File: src/rtl/serial_adder_pkg.sv
// Shared types and helpers for the bit-serial adder: FSM state encoding and
// counter-width sizing.
package serial_adder_pkg;

  typedef enum logic [1:0] {
    IDLE = 2'd0,
    RUN  = 2'd1,
    DONE = 2'd2
  } state_t;

  // Bits needed to count W serial steps (0 .. W-1).
  function automatic int cnt_width(input int w);
    return (w > 1) ? $clog2(w) : 1;
  endfunction

endpackage

File: src/rtl/full_adder_bit.sv
// One-bit full-adder cell; the single arithmetic element shared by every
// serial step.
module full_adder_bit (
  input  logic a,
  input  logic b,
  input  logic ci,
  output logic s,
  output logic co
);

  assign s  = a ^ b ^ ci;
  assign co = (a & b) | (ci & (a ^ b));

endmodule

File: src/rtl/serial_adder.sv
// Bit-serial W-bit adder: {c_out,sum} = a + b + c_in, one bit per clock,
// LSB first, through one full-adder cell and a carry flip-flop.
module serial_adder
  import serial_adder_pkg::*;
#(
  parameter int W = 4
) (
  input  logic         clk,
  input  logic         rst,
  input  logic         start,
  input  logic [W-1:0] a,
  input  logic [W-1:0] b,
  input  logic         c_in,
  output logic         busy,
  output logic         done,
  output logic [W-1:0] sum,
  output logic         c_out
);

  localparam int                CNT_W    = cnt_width(W);
  localparam logic [CNT_W-1:0] LAST_CNT = CNT_W'(W - 1);

  state_t           r_state;
  state_t           w_next_state;
  logic [W-1:0]     r_a;
  logic [W-1:0]     r_b;
  logic [W-1:0]     r_acc;
  logic [W-1:0]     r_sum;
  logic             r_carry;
  logic             r_c_out;
  logic [CNT_W-1:0] r_cnt;
  logic             w_s;
  logic             w_co;
  logic             w_last;
  logic [W-1:0]     w_acc_next;

  full_adder_bit u_fa (
    .a  (r_a[0]),
    .b  (r_b[0]),
    .ci (r_carry),
    .s  (w_s),
    .co (w_co)
  );

  assign w_last     = (r_cnt == LAST_CNT);
  assign w_acc_next = {w_s, {(W-1){1'b0}}} | (r_acc >> 1);

  // NOTE: sequential state uses non-blocking assignments so every register
  // samples pre-edge values, independent of statement order.
  always_ff @(posedge clk) begin
    if (rst) r_state <= IDLE;
    else     r_state <= w_next_state;
  end

  // NOTE: the default assignment first keeps this block purely combinational;
  // a path that left w_next_state unassigned would infer a latch.
  always_comb begin
    w_next_state = r_state;
    unique case (r_state)
      IDLE:    if (start)  w_next_state = RUN;
      RUN:     if (w_last) w_next_state = DONE;
      DONE:    w_next_state = IDLE;
      default: w_next_state = IDLE;
    endcase
  end

  // NOTE: every datapath register is reset, so an aborted operation leaves
  // no stale partial result behind.
  always_ff @(posedge clk) begin
    if (rst) begin
      r_a     <= '0;
      r_b     <= '0;
      r_acc   <= '0;
      r_sum   <= '0;
      r_carry <= 1'b0;
      r_c_out <= 1'b0;
      r_cnt   <= '0;
    end else begin
      unique case (r_state)
        IDLE: begin
          if (start) begin
            r_a     <= a;
            r_b     <= b;
            r_carry <= c_in;
            r_cnt   <= '0;
            r_acc   <= '0;
          end
        end
        RUN: begin
          r_acc   <= w_acc_next;
          r_a     <= r_a >> 1;
          r_b     <= r_b >> 1;
          r_carry <= w_co;
          r_cnt   <= r_cnt + 1'b1;
          // The last step publishes the freshly completed accumulator.
          if (w_last) begin
            r_sum   <= w_acc_next;
            r_c_out <= w_co;
          end
        end
        default: ;
      endcase
    end
  end

  assign busy  = (r_state != IDLE);
  assign done  = (r_state == DONE);
  assign sum   = r_sum;
  assign c_out = r_c_out;

endmodule

File: config.mk
export PLATFORM = sky130hd
export DESIGN_NAME = serial_adder
export DESIGN_NICKNAME = d
export VERILOG_FILES = /design/src/rtl/serial_adder_pkg.sv /design/src/rtl/full_adder_bit.sv /design/src/rtl/serial_adder.sv
export SDC_FILE = /design/constraint.sdc
export NUM_CORES = 1
export LEC_CHECK = 0
export BUFFER_PORTS_ARGS = -buffer_cell sky130_fd_sc_hd__buf_2
export CAP_MARGIN = 20
export CORE_UTILIZATION = 51
export DETAILED_ROUTE_END_ITERATION = 12
export PLACE_DENSITY = 0.76
export REMOVE_ABC_BUFFERS = 1
export SLEW_MARGIN = 15
export SYNTH_ARGS = -nofsm -noshare
export SYNTH_HDL_FRONTEND = slang
export SYNTH_SLANG_ARGS = --single-unit
File: constraint.sdc
create_clock -name clk -period 1.25 [get_ports clk]
set_input_delay 0.3125 -clock clk [delete_from_list [all_inputs] [get_ports clk]]
set_output_delay 0.3125 -clock clk [all_outputs]
set_load 0.1 [all_outputs]
# == Word-level counts from Yosys, hierarchy flattened ==
# Cells that the tools add are included.
# word_totals
mem_bits_ro,0
input_bits,12
reg_bits,22
n_memories,0
latchBits,0
elab_cells,39
ramBits,0
output_inout_bits,7
# op_classes
n_shift,0
n_mux,13
div_mod_pow,0
reduce_logical,6
bitwise_logic,6
order_cmp,0
multipliers,0
n_eq_ne,5
add_sub_neg,1
# op_table
operator,n
case mux 4 bit (2 select lines),3
two-way mux 4 bit,3
case mux 2 bit (2 select lines),2
two-way mux 2 bit,3
AND reduction 2 bit,3
== test 2 bit (second input constant),2
!= test 2 bit (second input constant),2
bitwise OR 4 x 3 -> 4 bit,1
nonzero test 2 bit,2
adder 2 x 1 -> 2 bit (second input constant),1
bitwise AND 1 bit,2
== test 2 x 1 -> 1 bit (second input constant),1
logical NOT 2 bit,1
case mux 1 bit (2 select lines),1
bitwise XOR 1 bit,2
two-way mux 1 bit,1
bitwise OR 1 bit,1

# == Depth between registers and ports, before layout ==
# Gate-level depths: netlist of the first run.
# depth
ltp_word,4
mapped_depth,5
ltp_nobuf,4

# == By module ==
# From an unflattened synthesis of the first run, not the netlist that was laid out.
# unflattened
cells_unflattened,106
area_unflattened_um2,927.1
# modules_own_cells
module,seq_area_each_um2,cells_per_inst,area_per_inst_um2,instances
serial_adder,420.4,105,907.1,1
full_adder_bit,0.0,1,20.0,1

# == Worst setup path before layout of the first run ==
# Ideal clock, no wire load.
# synth_timing
kind,register to output
startpoint,reg r_state[1]
endpoint,out done
arrival_ns,1.796
path_stages_with_launch,3
n_path_buf,0
setup_slack_ns,-0.858
t_required_ns,0.938
cell_sequence,dfxtp_1 inv_1 nor2_1
# synth_via
elab_chain_len,1
# synth_rtl
item,line,source
from (decl),serial_adder.sv:23,state_t r_state;
from (signal assigned),serial_adder.sv:52,else r_state <= w_next_state;
== test 2 bit,serial_adder.sv:107,assign done = (r_state == DONE);
to (decl),serial_adder.sv:15,"output logic done,"
# Every way passes these cells.

# == Worst setup path in the final report of the first run ==
# Same ends and word-level chain as after synthesis.

==> results_dict.tcl, run 1 <==
set metrics [dict create \
    status "finished, violations left" \
    violations "setup timing" \
    grtUsageTotal_pct 26.8 \
    rsz0062_at_grt "yes" \
    clockPowerShare_pct 25.4 \
    ant_nets 0 \
    vias 830 \
    reg2regPathDepth 5 \
    num_antenna_cells 0 \
    overflow 0 \
    min_to "r_b[3]" \
    rows 14 \
    p_sw_mw 0.351 \
    fin_crit_ns 1.35 \
    async_flop_share_pct 0 \
    holdCritPathClass "in -> reg" \
    critical_path_buf_inv_count 2 \
    yosysSeqAreaShare_pct 48.5 \
    cts_tree "done" \
    max_slew.worst_pin.slew_ns 0.417 \
    cpMaxStageDelayCell "dfxtp_4" \
    fin_ws_ns -0.0981 \
    clk_latency_ns 0.31 \
    startpoint "r_state[1]" \
    pre_cts_ws_ns 0.0305 \
    gp_congestion 0.823 \
    grt_pass1_vias 780 \
    netSwitchingFraction_pct 27.5 \
    hold_violations 0 \
    antenna_found_initial 0 \
    crit_family "flip-flops" \
    netlist_instances 95 \
    min_from "b[3]" \
    synth_seq_cells 21 \
    crit_chain "inv_4 -> nor2_4 -> buf_12" \
    crit_arrival_ns 1.04 \
    cts_inserted_buffers 3 \
    synth-edff-count 0 \
    p_seq_share_pct 57.2 \
    setup_viol 3 \
    avgViaCountPerCell 6.06 \
    synth_cell_types 24 \
    r2r_slack_ns 0 \
    syn_to_final_growth_pct 43.1 \
    design.core.area_sq_um 1540 \
    worstPathRequired_ns 0.94 \
    start_util_pct 56.3 \
    grt_max_degree 22 \
    final_nets 136 \
    drt-initial-drc-count 27 \
    drc_errors 0 \
    firstDrtPassIters 4 \
    start_kind "flop" \
    hpwl_mm 1.39 \
    htreeDepth 1 \
    yosysWarnings 0 \
    p_int_mw 0.925 \
    r2r_end "r_cnt[1]" \
    slowest_delay_ns 0.38 \
    syn_avg_cell_area_sq_um 9.13 \
    syn-cell-area_sq_um 867 \
    critPathKind "reg -> out" \
    maxSlewViolCount 0 \
    drive_gt1_share_pct 44.6 \
    min_path_cells 3 \
    drv_cap 0 \
    die_area_sq_um 1870 \
    max_freq_ghz 0.742 \
    finalCritPeriodShare_pct 108 \
    synth_flop_cell "dfxtp_1" \
    r2r_start "r_state[1]" \
    grt_first_pass_wirelength_mm 3.59 \
    ir_worst_vdd_mv 0.847 \
    cts_sinks 21 \
    wl_mm 2.20 \
    wl_per_cell_um 16.1 \
    fp.dieH_um 43.2 \
    comb_power_share_pct 17.4 \
    crit_fanout 3 \
    die_w_um 43.2 \
    end_kind "primary output" \
    finalPower_mw 1.28 \
    cts-root-buf "clkbuf_4" \
    clk_pin_slew_ns 0.10 \
    clock_path_buffers 2 \
    slew_headroom_pct 72.2 \
    leakagePower_nw 0.479 \
    ios 19 \
    p_per_area_nw_per_um2 1030 \
    clock_skew_ns 0.0106 \
    numPortBuffers 18 \
]
==> cells by family after synthesis <==
kind of cell,Yosys count,share of synthesized area (%)
and+or+nand+nor,32,17.0
AOI/OAI and AO/OA,29,24.8
DFF,21,48.5
buffers and inverters,10,4.76
adders and majority gates,2,3.75
muxes,1,1.15
==> metrics by stage <==
step           util (%)  cells  hold WS [ns]  cell area, sq um  setup TNS [ns]
2_1_floorplan         -     90         0.381               845           -1.18
3_5_place_dp       72.2    131         0.462              1110               0
6_report           80.5    137         0.240              1240          -0.160
3_3_place_gp       72.2    131         0.459              1110               0
4_1_cts            76.3    137         0.243              1180          -0.139
5_1_grt            80.5    137         0.240              1240          -0.635
==> timing repair <==
item,4_1_cts,5_1_grt
pin swaps,2,5
buffers inserted,2,0
resized for setup,9,16
hold buffers,0,0
hold endpoints to repair,0,0
setup endpoints to repair,2,16
gates cloned,0,0
==> layout make-up <==
| cell class | instances | area (sq um) |
|---|---|---|
| multi-input combinational | 64 | 475 |
| sequential | 21 | 428 |
| fill | 93 | 300 |
| timing repair buffer | 27 | 270 |
| clock buffer | 4 | 26.3 |
| inverter | 5 | 21.3 |
| tap | 16 | 20.0 |
==> synth_stat cells (all sizes together), types with 2 or more instances <==
cell type,number,area (sq um)
a211oi,3,22.5
a2111oi,2,25.0
nand3,6,30.0
clkbuf,2,7.51
o22ai,6,37.5
nand2b,2,15.0
inv,5,18.8
dfxtp,21,420
a21oi,8,40.0
nand2,6,22.5
o221a,3,33.8
buf,3,15.0
a22oi,6,45.0
nor2,14,52.6
==> placed cells by master, fill, tap and decap left out, drive strengths merged <==
master and count:
nand3 6, nand3b 1, nand2b 2, a211oi 3, nand2 6, and2b 1, buf 27, fa 1
a22oi 6, inv 5, dfxtp 21, ha 1, clkbuf 4, o221a 3, mux2i 1, a21oi 8
a2111oi 2, nor2 14, nor3b 1, nor3 1, o21bai 1, o22ai 6
==> layer usage <==
metal	track usage, %	wire [um]
met2	43.3	1070
met3	8.94	104
met4	10.9	53
met1	32.3	977
met5	0	0
==> power by group through the flow <==
stage	clock network, mW	logic (mW)	registers, mW
final	0.324	0.222	0.730
after global routing	0.358	0.241	0.734
after CTS	0.327	0.196	0.729
after detailed placement	0	0.187	0.744
after global placement	0	0.179	0.742
after floorplan	0	0.109	0.739
==> worst max-delay path by stage <==
stage                           to  cells after the start
final                         done                      3
after global routing          done                      3
after CTS                     done                      3
after detailed placement      done                      3
after global placement    r_acc[3]                      3
after floorplan               done                      2
==> sequential cells by signal, indices dropped and copies added, names as in the netlist <==
name     cells
r_a          4
r_b          4
r_state      2
r_acc        3
sum          4
r_cnt        2
c_out        1
r_carry      1
==> worst min-delay path, stage by stage <==
cell	delay [ns]
buf_2	0.08
a22oi_2	0.05
nor2_1	0.07
Power figures use the tool's default switching activity.
==> run 2, diff against run 1 <==
- ABC_AREA: unset -> 1
- CORE_UTILIZATION: 51 -> 52
==> run 2 against run 1 <==
The flow still finishes with violations (setup timing). Critical path depth unchanged. Hold slack better by 0.028 ns. Sequential power about the same. Register-to-register slack is essentially flat. Synthesized cell count grew 45%. Die area up 6.9%. Via count increased by 15%. Utilization fell by 1.2 points. Clock skew decreased by 0.0038 ns. Non-clock buffer count grew 5. First-iteration DRC count grew 37%. Cell area rose by 10%. Critical endpoint unchanged. Largest power group unchanged.
==> results_dict.tcl, run 2 <==
set metrics [dict create \
    max_freq_ghz 0.739 \
    violations "setup timing" \
    cts_hold_buf 0 \
    htreeDepth 1 \
    grt_pass1_vias 880 \
    drc_errors 0 \
    worstPathRequired_ns 0.94 \
    rsz0062_at_grt "yes" \
    synth_flop_cell "dfxtp_1" \
    num_antenna_cells 0 \
    synth_area_leaders "dfxtp_1 (44%), nand2_1 (19%), inv_1 (8.3%), a21oi_1 (6.9%), nor2_1 (6.7%)" \
    slew_headroom_pct 80.7 \
    min_path_cells 3 \
    gp_congestion 0.806 \
    post-synth-top-area-fraction_pct 44.3 \
    leakagePower_nw 0.672 \
    grtUsageTotal_pct 24.5 \
    cts-root-buf "clkbuf_4" \
    slowest_delay_ns 0.40 \
    maxSlewViolCount 0 \
    r2r_start "r_cnt[0]" \
    hpwl_mm 1.43 \
    hold_violations 0 \
    multiInputGateArea_sq_um 433 \
    fillers 117 \
    clk_pin_slew_ns 0.12 \
    r2r_slack_ns 0.01 \
    clock_skew_ns 0.00680 \
    cpMaxStageDelayCell "dfxtp_4" \
    final_nets 185 \
    wl_mm 2.42 \
    die_area_sq_um 2000 \
    synth_cell_types 15 \
    clk_latency_ns 0.31 \
    drive_gt1_share_pct 30.0 \
    rows 15 \
    fp.dieH_um 44.7 \
    p_per_area_nw_per_um2 979 \
    crit_arrival_ns 1.04 \
    place_inst 183 \
    holdCritPathClass "in -> reg" \
    min_to "r_b[3]" \
    ir_worst_vdd_mv 0.754 \
    die_w_um 44.7 \
    max_slew.worst_pin.slew_ns 0.288 \
    antenna_found_initial 0 \
    wl_per_cell_um 12.4 \
    hold_ws_ns 0.268 \
    ios 19 \
    start_kind "flop" \
    layout_common_cells "nand2_1 (46), inv_1 (20), dfxtp_1 (18)" \
    setup_viol 2 \
    tns_ns -0.197 \
    cts_inserted_buffers 3 \
    crit_fanout 3 \
    critPathKind "reg -> out" \
    finalCritPeriodShare_pct 108 \
    netlist_instances 138 \
    yosys.area.top_type "dfxtp_1" \
    design.core.area_sq_um 1730 \
    grt_max_degree 23 \
    layout.area.seq_sq_um 429 \
    numPortBuffers 18 \
    avgViaCountPerCell 4.91 \
    final_common_cell "nand2_1" \
    reg2regPathDepth 6 \
    cts_tree "done" \
    end_kind "primary output" \
    synth-edff-count 0 \
    fin_ws_ns -0.103 \
    ant_nets 0 \
    fin_crit_ns 1.35 \
    overflow 0 \
    grt_first_pass_wirelength_mm 3.59 \
    synth_common_cells "nand2_1 (47), dfxtp_1 (21), inv_1 (21)" \
    synth.most_common_cell "nand2_1" \
    min_from "b[3]" \
    syn_avg_cell_area_sq_um 6.87 \
    cts_sinks 21 \
    clock_path_buffers 2 \
    syn_to_final_growth_pct 44.5 \
    r2r_end "c_out" \
    crit_chain "inv_4 -> nor2_4 -> buf_12" \
    yosysSeqAreaShare_pct 44.3 \
    drt-initial-drc-count 37 \
    drv_cap 0 \
    synth_seq_cells 21 \
    firstDrtPassIters 4 \
    instances_no_fill 195 \
    syn-cell-area_sq_um 948 \
    finalPower_mw 1.34 \
    yosysWarnings 0 \
    status "finished, violations left" \
    async_flop_share_pct 0 \
    vias 958 \
    start_util_pct 54.9 \
]
-- run 2: critical path: cells and delay by family (launching register included) --
family        cells  cell delay [ns]
flops             1             0.40
buf+inv           2             0.23
simple gates      1             0.10
-- run 2: logic make-up (layout without fill, tap and decap cells) --
kind of cell,after synthesis,in the layout,share of synthesized area [%]
simple gates,70,70,29.2
buf+inv,28,60,13.7
flops,21,21,44.3
compound gates,17,17,9.37
fa+ha+maj,2,2,3.43
-- run 2: power breakdown --
part	switching [mW]	internal, mW
sequential	0.0269	0.702
combinational	0.154	0.134
clock	0.206	0.120
-- run 2: per-stage QoR --
| stage | utilization [%] | instance area (sq um) | worst slack [ns] |
|---|---|---|---|
| 6_report | 79.3 | 1370 | -0.103 |
| 3_3_place_gp | 69.1 | 1190 | 0.102 |
| 3_5_place_dp | 69.1 | 1190 | 0.0693 |
| 2_1_floorplan | - | 910 | -0.774 |
| 4_1_cts | 73.5 | 1270 | -0.107 |
| 5_1_grt | 79.3 | 1370 | -0.119 |
-- run 2: area by class of cell --
type / instances / share of cell area, %
clock buffers: 3 / 1.64
clock inverters: 1 / 0.365
inverters: 24 / 6.85
multi-input cells: 89 / 31.6
flip-flops and latches: 21 / 31.3
well taps: 25 / 2.28
repair buffers: 32 / 25.9
-- run 2: metal layers --
layer,part of all wire [%],track usage [%],up-vias
met5,0,0,-
met4,2.4,10.3,0
met3,5.3,2.80,8
met2,51,41.8,39
met1,41,31.5,434
li1,-,-,477
-- run 2: timing repair --
item                       in CTS  in global routing
gates cloned                    0                  3
pin swaps                       2                  4
setup endpoints to repair       2                 10
resized for setup              10                  7
setup buffers                   3                  3
-- run 2: worst max path at each step --
stage / startpoint / endpoint / slack (ns) / depth (start not counted)
2_1_floorplan: r_state[0] / done / -0.77 / 1
3_3_place_gp: r_carry / r_carry / 0.10 / 5
3_5_place_dp: r_carry / r_carry / 0.07 / 5
4_1_cts: r_state[1] / done / -0.11 / 3
5_1_grt: r_state[1] / done / -0.12 / 3
6_report: r_state[1] / done / -0.10 / 3
